File: config.mk
export PLATFORM = sky130hd
export DESIGN_NAME = fp_accumulate
export DESIGN_NICKNAME = d
export VERILOG_FILES = /design/src/rtl/fp_pkg.sv /design/src/rtl/lzc_28.sv /design/src/rtl/fp_accumulate.sv
export SDC_FILE = /design/constraint.sdc
export NUM_CORES = 1
export LEC_CHECK = 0
export ABC_AREA = 1
export CORE_AREA = 2 2 210 212
export CTS_CLUSTER_DIAMETER = 120
export DETAILED_ROUTE_END_ITERATION = 10
export DIE_AREA = 0 0 212 214
export SYNTH_ARGS = -nofsm -noshare
export SYNTH_HDL_FRONTEND = slang
export SYNTH_SLANG_ARGS = --single-unit
export TNS_END_PERCENT = 100
File: constraint.sdc
create_clock -name clk -period 5.04 [get_ports clk]
set_clock_uncertainty 0.05 [all_clocks]
set_input_delay 1.008 -clock clk [delete_from_list [all_inputs] [get_ports clk]]
set_output_delay 1.008 -clock clk [all_outputs]
set_load 0.02 [all_outputs]
File: src/rtl/fp_pkg.sv
// fp_pkg: shared float32 constants, FSM states and operand conditioning helpers
package fp_pkg;
  localparam int EXP_W = 8;
  localparam int FRAC_W = 23;
  localparam int SIG_W = 27;
  localparam int FP_EXP_BIAS = 127;
  localparam int FP_EXP_MAX = 255;
  localparam logic [31:0] FP_MAX_POS = 32'h7F7FFFFF;
  localparam logic [31:0] FP_ZERO = 32'h0;
  typedef enum logic [2:0] {IDLE, ALIGN, ADD, NORM, HOLD} state_t;
  function automatic logic [31:0] fp_cond(input logic [31:0] f);
    return f[30:23] == 8'hFF ? {f[31], FP_MAX_POS[30:0]} : f[30:23] == 8'h00 ? {f[31], 31'h0} : f;
  endfunction
  function automatic logic [SIG_W-1:0] fp_sig(input logic [31:0] f);
    return f[30:23] == 8'h00 ? '0 : {1'b1, f[FRAC_W-1:0], 3'b000};
  endfunction
endpackage

File: src/rtl/lzc_28.sv
// lzc_28: combinational leading-zero counter for the 28-bit sum
module lzc_28 (
  input  logic [27:0] v,
  output logic [4:0]  cnt
);
  always_comb begin
    cnt = 5'd28;
    for (int i = 0; i < 28; i++) if (v[i]) cnt = 5'(27 - i);
  end
endmodule

File: src/rtl/fp_accumulate.sv
// fp_accumulate: multicycle float32 frame accumulator (truncate, flush-to-zero, saturate)
module fp_accumulate
  import fp_pkg::*;
(
  input  logic        clk,
  input  logic        rst,
  input  logic        in_valid,
  output logic        in_ready,
  input  logic [31:0] in_data,
  input  logic        in_last,
  output logic        out_valid,
  input  logic        out_ready,
  output logic [31:0] out_data
);
  state_t state, state_n;
  logic [31:0] acc, term, res;
  logic last, a_sign, sub, x_big;
  logic [EXP_W-1:0] a_exp, d;
  logic [SIG_W-1:0] a_sig, b_sig, x_sig, y_sig;
  logic [SIG_W:0] sum;
  logic [4:0] lz, sh;
  logic [FRAC_W-1:0] frac;
  logic signed [9:0] e;
  assign in_ready = state == IDLE;
  assign out_valid = state == HOLD;
  assign out_data = acc;
  assign x_sig = fp_sig(term);
  assign y_sig = fp_sig(acc);
  assign x_big = term[30:0] >= acc[30:0];
  assign d = x_big ? term[30:23] - acc[30:23] : acc[30:23] - term[30:23];
  lzc_28 u_lzc (.v(sum), .cnt(lz));
  assign sh = lz - 5'd1;
  assign frac = 23'((sum[SIG_W] ? sum >> 1 : sum << sh) >> 3);
  assign e = sum[SIG_W] ? $signed({2'b00, a_exp}) + 10'sd1
                        : $signed({2'b00, a_exp}) + 10'sd1 - $signed({5'b00000, lz});
  assign res = (sum == '0 || e <= 10'sd0) ? FP_ZERO
             : e >= 10'sd255 ? {a_sign, FP_MAX_POS[30:0]} : {a_sign, e[7:0], frac};
  always_comb begin
    state_n = state == IDLE ? (in_valid ? ALIGN : IDLE)
            : state == ALIGN ? ADD
            : state == ADD ? NORM
            : state == NORM ? (last ? HOLD : IDLE)
            : (out_ready ? IDLE : HOLD);
  end
  always_ff @(posedge clk) begin
    if (rst) begin
      state <= IDLE;
      acc <= FP_ZERO;
    end else begin
      state <= state_n;
      if (state == NORM) acc <= res;
      else if (state == HOLD && out_ready) acc <= FP_ZERO;
    end
  end
  // the larger-magnitude operand becomes A; B's shifted-out bits are simply lost
  always_ff @(posedge clk) begin
    if (state == IDLE && in_valid) begin
      term <= fp_cond(in_data);
      last <= in_last;
    end
    if (state == ALIGN) begin
      a_sign <= x_big ? term[31] : acc[31];
      a_exp <= x_big ? term[30:23] : acc[30:23];
      a_sig <= x_big ? x_sig : y_sig;
      b_sig <= d >= 8'd27 ? '0 : (x_big ? y_sig : x_sig) >> d;
      sub <= term[31] ^ acc[31];
    end
    if (state == ADD) sum <= sub ? {1'b0, a_sig} - {1'b0, b_sig} : {1'b0, a_sig} + {1'b0, b_sig};
  end
endmodule

==> reports/metrics.yaml, run 1 <==
run_status:
  status: "finished clean"
detailed_routing:
  route.met2.wl_um: 19000
  first_pass_iters: 6
  vias_per_cell: 5.09
  wl_met1_um: 18500
  antenna_left: 0
  wl_per_cell_um: 16.9
  dr.max_layer_used: "met4"
  totalWireLength_um: 41400
  drtIter0Drc: 1131
  vias: 12500
  met3_length_um: 2500
  drc: 0
timing:
  rsz0062_at_grt: "no"
  tightest_slew_ps: 962
  fin_tns_setup_ps: 0
  period_needed_ps: 4520
  max_freq_mhz: 221
  maxSlewHeadroom: 0.357
  finalSetupViolCount: 0
  hold_violations: 0
  layout_setup_ws_ps: 521
  drv_slew: 0
  timing.final.crit_share: 0.897
placement:
  dp_slack_ps: 526
  port_buffers: 70
  placed_area_um2: 14200
  hpwl_um: 32600
  gp_congestion: 0.984
  dp_cells: 2422
logic_synthesis:
  synthXorXnorAreaFrac: 0.0471
  synth_cells: 1820
  synthFlopType: "edfxtp_1"
  synth_seq_cells: 157
  synth_edf_count: 122
  syn_area_per_cell_um2: 7.03
  synthAdderAreaFrac: 0.0731
  async_reset_ff_frac: 0
  yosysWarnings: 0
  synth_top_family_by_area: "simple AND/OR/NAND/NOR gates"
  synth-simple-area-share: 0.312
  synth_compound_area_frac: 0.130
  syn_nets: 1930
  ys_types: 58
  netlist_area_um2: 12800
  ys_seq_area_frac: 0.341
  synth_mux_area_frac: 0.00156
grt:
  grt_pass1_vias: 11600
  grt_max_degree: 64
  grt_usage: 0.182
  antenna_found_initial: 0
  grt_pass1_wl_um: 64600
  grt_remaining_overflow: 0
power_and_ir_drop:
  power_mw: 4.07
  p_per_area_nw_per_um2: 275
  ir_drop_mv: 0.178
  p_leak_nw: 6.14
clock_network:
  clockBufferDepth: 2
  clkTransAtPathRegs_ps: 70
  ctsHtreeMaxLevel: 4
  numCtsBuffers: 17
  cts_sinks: 157
  cts_setup_buffers: 0
  tritoncts: "done"
  cts-root-buf: "clkbuf_16"
  worstSkewPairLatency_ps: 440
setup_path:
  cpPeakStageDelay_ps: 430
  crit_fanout: 18
  endpoint_kind: "flip-flop"
  crit_cells: 49
  path_class: "flip-flop to flip-flop"
  crit_end: "out_data[13]"
  cp-start-kind: "flip-flop"
  reg2reg_depth: 49
  crit_buf_inv: 7
  crit_family: "simple AND/OR/NAND/NOR gates"
  reg2reg_from: "sum[1]"
  crit_top_cell: "nand2_1"
  worstSetupStartpoint: "sum[1]"
  r2r_slack_ps: 520
  rr_endpoint: "out_data[13]"
  crit_arrival_ps: 4820
  slowest_stage: "edfxtp_1"
  cp.required_ps: 5340
job:
  cap_violations: 0
hold_path:
  holdCritPathClass: "flip-flop to flip-flop"
  hold_depth: 2
  holdCritStartpoint: "out_data[6]"
layout:
  finalInstanceArea_um2: 14800
  final_cells: 2454
  ff_latch_area_um2: 4360
  drive_gt1_frac: 0.0572
  areaGrowthSynthToFinish_pct: 15.7
  multi_input_comb_area_um2: 7270
  fin_nets: 1966
  fill_cells: 4523
  antenna_cells: 0
floorplan:
  die_area_um2: 45400
  rows: 76
  core_um2: 42900
  io_pins: 71
  die_height_um: 214
  die_width_um: 212
  initial_core_util: 0.299
cells in the final DEF (no fill, tap or decap), types with 3 or more instances in the layout:
| cell | count |
|---|---|
| o21bai_1 | 3 |
| xnor2_1 | 16 |
| o21ai_0 | 79 |
| xor2_2 | 3 |
| buf_4 | 37 |
| o21ai_1 | 13 |
| fa_1 | 3 |
| nor3_1 | 12 |
| a21oi_1 | 137 |
| a211oi_1 | 5 |
| nor4_1 | 16 |
| clkinv_1 | 4 |
| nor2_1 | 126 |
| inv_2 | 6 |
| nand2_1 | 451 |
| o21a_1 | 3 |
| nand3_1 | 272 |
| o221ai_1 | 3 |
| inv_6 | 4 |
| a21oi_2 | 3 |
| edfxtp_1 | 122 |
| o211ai_1 | 7 |
| o31ai_1 | 15 |
| xor2_1 | 49 |
| o21ai_2 | 3 |
| clkbuf_16 | 17 |
| clkdlybuf4s50_1 | 70 |
| a31oi_1 | 7 |
| bufinv_16 | 4 |
| nand4_1 | 20 |
| inv_1 | 204 |
| dfxtp_1 | 35 |
| nand2_2 | 5 |
| ha_1 | 70 |
layout make-up:
type | instances | share of cell area
tap | 585 | 0.0494
clock inverter | 14 | 0.0138
timing repair buffer | 108 | 0.0674
inverter | 213 | 0.0540
multi-input combinational | 1359 | 0.491
sequential | 157 | 0.295
clock buffer | 18 | 0.0297
Yosys cell counts, types with 3 or more instances:
cell      number  area share
edfxtp_1     122        0.29
a31oi_1        7      0.0034
o211ai_1       7      0.0041
buf_1          5      0.0015
clkbuf_1      51       0.015
buf_2         24      0.0094
a21oi_1      139       0.054
dfxtp_1       35       0.055
nand2_1      451        0.13
nor2_1       127       0.037
o221ai_1       3      0.0021
o21bai_1       3      0.0018
fa_1           3      0.0047
nand2_2        5      0.0024
o21ai_0       79       0.031
ha_1          70       0.068
buf_4          6      0.0035
clkinv_1       3     0.00088
xor2_1        51       0.035
o21ai_2        3      0.0021
inv_1        204       0.060
nand3_1      272        0.11
a211oi_1       5      0.0029
inv_2          6      0.0018
buf_6          4      0.0035
o31ai_1       15      0.0088
o21ai_1       13      0.0051
nor4_1        17      0.0083
xnor2_1       16       0.011
o21a_1         3      0.0018
nand4_1       20      0.0098
nor3_1        15      0.0059
how the worst min path moves through the flow:
stage                        end  slack [ps]
detailed placement   out_data[6]         440
CTS                  out_data[6]         450
global route         out_data[6]         480
floorplan           out_data[31]         430
global placement    out_data[31]         440
finish               out_data[6]         450
where the power goes:
group / total [mW] / switching (mW) / internal, mW
Sequential: 1.55 / 0.0546 / 1.50
Clock: 1.42 / 0.568 / 0.855
Combinational: 1.09 / 0.727 / 0.367
Total: 4.07 / 1.35 / 2.72
what timing repair did:
item,4_1_cts,5_1_grt
resized for setup,0,2
hold buffers,0,0
setup endpoints to repair,0,8
metal layers:
layer | vias to the layer above | GRT usage
met5 | - | 0
met3 | 67 | 0.0257
met4 | 0 | 0.0697
met2 | 492 | 0.295
met1 | 5743 | 0.244
li1 | 6195 | -
cell families (layout without fill, tap and decap cells):
group | after synthesis | count (layout)
AND/OR/NAND/NOR | 920 | 920
AO/OA/AOI/OAI | 296 | 296
XOR/XNOR | 68 | 68
adder cells (fa/ha/maj) | 73 | 73
flip-flops | 157 | 157
multiplexers | 2 | 2
buffers and inverters | 304 | 353
per-stage QoR:
step / hold slack, ps / utilization
2_1_floorplan: 425 / -
3_3_place_gp: 436 / 0.330
3_5_place_dp: 443 / 0.330
4_1_cts: 453 / 0.345
5_1_grt: 484 / 0.345
6_report: 452 / 0.345
worst min-delay path: cells and delay by family (launching register included):
family | cells | cell delay, ps
and+or+nand+nor | 1 | 70
DFF | 1 | 330
AOI/OAI and AO/OA | 1 | 60
registers in the layout (all words and copies together), names as in the netlist:
signal,flops
a_exp,8
a_sig,24
a_sign,1
b_sig,27
last,1
out_data,32
state,3
sub,1
sum,28
term,32
Note: power is estimated with default switching activity, not from simulation.
==> inputs of run 2 (changes only) <==
--- a/config.mk
+++ b/config.mk
@@ -10,6 +10,7 @@
 export CTS_CLUSTER_DIAMETER = 120
 export DETAILED_ROUTE_END_ITERATION = 10
 export DIE_AREA = 0 0 212 214
+export SKIP_LAST_GASP = 1
 export SYNTH_ARGS = -nofsm -noshare
 export SYNTH_HDL_FRONTEND = slang
 export SYNTH_SLANG_ARGS = --single-unit
==> results of run 2 <==
No change in the layout: final DEF, timing and power equal those of run 1.
==> inputs of run 3 (changes only) <==
--- a/config.mk
+++ b/config.mk
@@ -10,6 +10,8 @@
 export CTS_CLUSTER_DIAMETER = 120
 export DETAILED_ROUTE_END_ITERATION = 10
 export DIE_AREA = 0 0 212 214
+export RECOVER_POWER = 50
+export SETUP_SLACK_MARGIN = 0.4
 export SKIP_LAST_GASP = 1
 export SYNTH_ARGS = -nofsm -noshare
 export SYNTH_HDL_FRONTEND = slang
==> reports/metrics.yaml, run 3 (synthesized netlist as in run 1, its figures left out) <==
layout:
  fin_nets: 1978  # was 1966
  areaGrowthSynthToFinish_pct: 17.0  # was 15.7%
  drive_gt1_frac: 0.0675  # was 0.0572
  final_core_util: 0.349  # was 0.345
  final_cells: 2466  # was 2454
  multi_input_comb_area_um2: 7330  # was 7270 um2
  layout_common_cells: "450 x nand2_1, 271 x nand3_1, 203 x inv_1, 132 x a21oi_1, 126 x nor2_1"  # was 451 x nand2_1, 272 x nand3_1, 204 x inv_1, 137 x a21oi_1, 126 x nor2_1
  ff_latch_area_um2: 4370  # was 4360 um2
  fill_cells: 4510  # was 4523
  antenna_cells: 0  # unchanged
  final_common_cell: "nand2_1"  # unchanged
power_and_ir_drop:
  p_seq_frac: 0.381  # about the same
  p_leak_nw: 6.21  # was 6.14 nW
  ir_drop_mv: 0.178  # about the same
  p_per_area_nw_per_um2: 273  # was 275 nW/um2
  power_mw: 4.08  # was 4.07 mW
  p_switching_mw: 1.35  # about the same
  p_int_mw: 2.73  # was 2.72 mW
  combinationalPowerShare: 0.271  # was 0.269
  clkPwrFrac: 0.348  # was 0.350
  sw_frac_of_total: 0.332  # about the same
setup_path:
  crit_arrival_ps: 4880  # was 4820 ps
  crit_fanout: 5  # was 18
  cp-start-kind: "flip-flop"  # unchanged
  crit_top_cell: "nand2_1"  # unchanged
  cp.required_ps: 5340  # about the same
  slowest_stage: "edfxtp_1"  # unchanged
  path_class: "flip-flop to flip-flop"  # unchanged
  cpPeakStageDelay_ps: 400  # was 430 ps
  endpoint_kind: "flip-flop"  # unchanged
timing:
  finalSetupViolCount: 0  # unchanged
  tightest_slew_ps: 3450  # was 962 ps
  drv_slew: 131  # was 0
  period_needed_ps: 4580  # was 4520 ps
  timing.final.crit_share: 0.908  # was 0.897
  rsz0062_at_grt: "yes"  # was no
  fin_tns_setup_ps: 0  # unchanged
  max_freq_mhz: 218  # was 221 MHz
  hold_violations: 0  # unchanged
  maxSlewHeadroom: -1.30  # was 0.357
placement:
  gp_congestion: 0.984  # unchanged
  port_buffers: 70  # unchanged
  hpwl_um: 32600  # unchanged
  dp_cells: 2422  # unchanged
job:
  cap_violations: 3  # was 0
hold_path:
  holdCritPathClass: "flip-flop to flip-flop"  # unchanged
run_status:
  violations: "capacitance limit, slew limit"
  status: "complete, but fails checks"  # was finished clean
clock_network:
  cts_sinks: 157  # unchanged
  numCtsBuffers: 17  # unchanged
  tritoncts: "done"  # unchanged
  worstSkewPairLatency_ps: 440  # about the same
  ctsHtreeMaxLevel: 4  # unchanged
  cts-root-buf: "clkbuf_16"  # unchanged
  clockBufferDepth: 2  # unchanged
  clkTransAtPathRegs_ps: 70  # about the same
  cts_hold_buf: 0  # unchanged
grt:
  grt_remaining_overflow: 0  # unchanged
  grt_max_degree: 64  # unchanged
  grt_usage: 0.182  # unchanged
  grt_pass1_vias: 11600  # unchanged
  grt_pass1_wl_um: 64600  # unchanged
  antenna_found_initial: 0  # unchanged
detailed_routing:
  first_pass_iters: 5  # was 6
  drc: 0  # unchanged
  totalWireLength_um: 41800  # was 41400 um
  antenna_left: 0  # unchanged
  drtIter0Drc: 1111  # was 1131
  wl_per_cell_um: 16.9  # about the same
  vias: 12500  # about the same
  vias_per_cell: 5.08  # was 5.09
floorplan:
  io_pins: 71  # unchanged
  die_height_um: 214  # unchanged
  die_area_um2: 45400  # unchanged
  initial_core_util: 0.299  # unchanged
  core_um2: 42900  # unchanged
  die_width_um: 212  # unchanged
  rows: 76  # unchanged
run 3: final cells by class:
type / instances / area share
clock buffers: 18 / 0.0293
clock inverters: 14 / 0.0136
inverters: 213 / 0.0536
multi-input cells: 1359 / 0.489
flip-flops and latches: 157 / 0.291
well taps: 585 / 0.0489
repair buffers: 120 / 0.0738
run 3: power groups by stage:
stage                     clock network (mW)  registers, mW  logic [mW]
final                                   1.42           1.55        1.11
after global routing                    1.48           1.56        1.23
after CTS                               1.44           1.55        1.08
after detailed placement                   0           1.58        1.07
after global placement                     0           1.58        1.07
after floorplan                            0           1.55       0.793
run 3: worst max-delay path, delay by kind of cell, from the launching register on:
family	cells	cell delay, ps
XOR/XNOR	1	200
AND/OR/NAND/NOR	40	2950
AO/OA/AOI/OAI	3	290
buffers and inverters	6	480
flip-flops	1	400
adder cells (fa/ha/maj)	1	120
run 3: metal layers:
metal / part of all wire / routed length, um / GRT usage
met5: 0 / 0 / 0
met4: 0.039 / 1620 / 0.0697
met3: 0.054 / 2260 / 0.0257
met2: 0.46 / 19300 / 0.295
met1: 0.45 / 18600 / 0.244
run 3: path summary, 6_finish.rpt:
path | to | startpoint | slack, ps | cells past startpoint
setup / recovery | out_data[13] | sum[1] | 460 | 51
hold / removal | out_data[6] | out_data[6] | 450 | 2
setup reg to reg | out_data[13] | sum[1] | 460 | 51
hold reg to reg | out_data[6] | out_data[6] | 450 | 2
run 3: per-stage QoR:
step	area [um2]	hold slack (ps)	worst slack (ps)
global placement	14200	436	615
floorplan	12800	425	743
finish	15000	453	462
global route	15000	481	64.0
CTS	14800	453	513
detailed placement	14200	443	526
run 3: timing repair:
action	in CTS	in global routing
endpoints found under the hold margin	0	0
endpoints found under the setup margin	0	41
resized for setup	0	31
buffers inserted	0	12
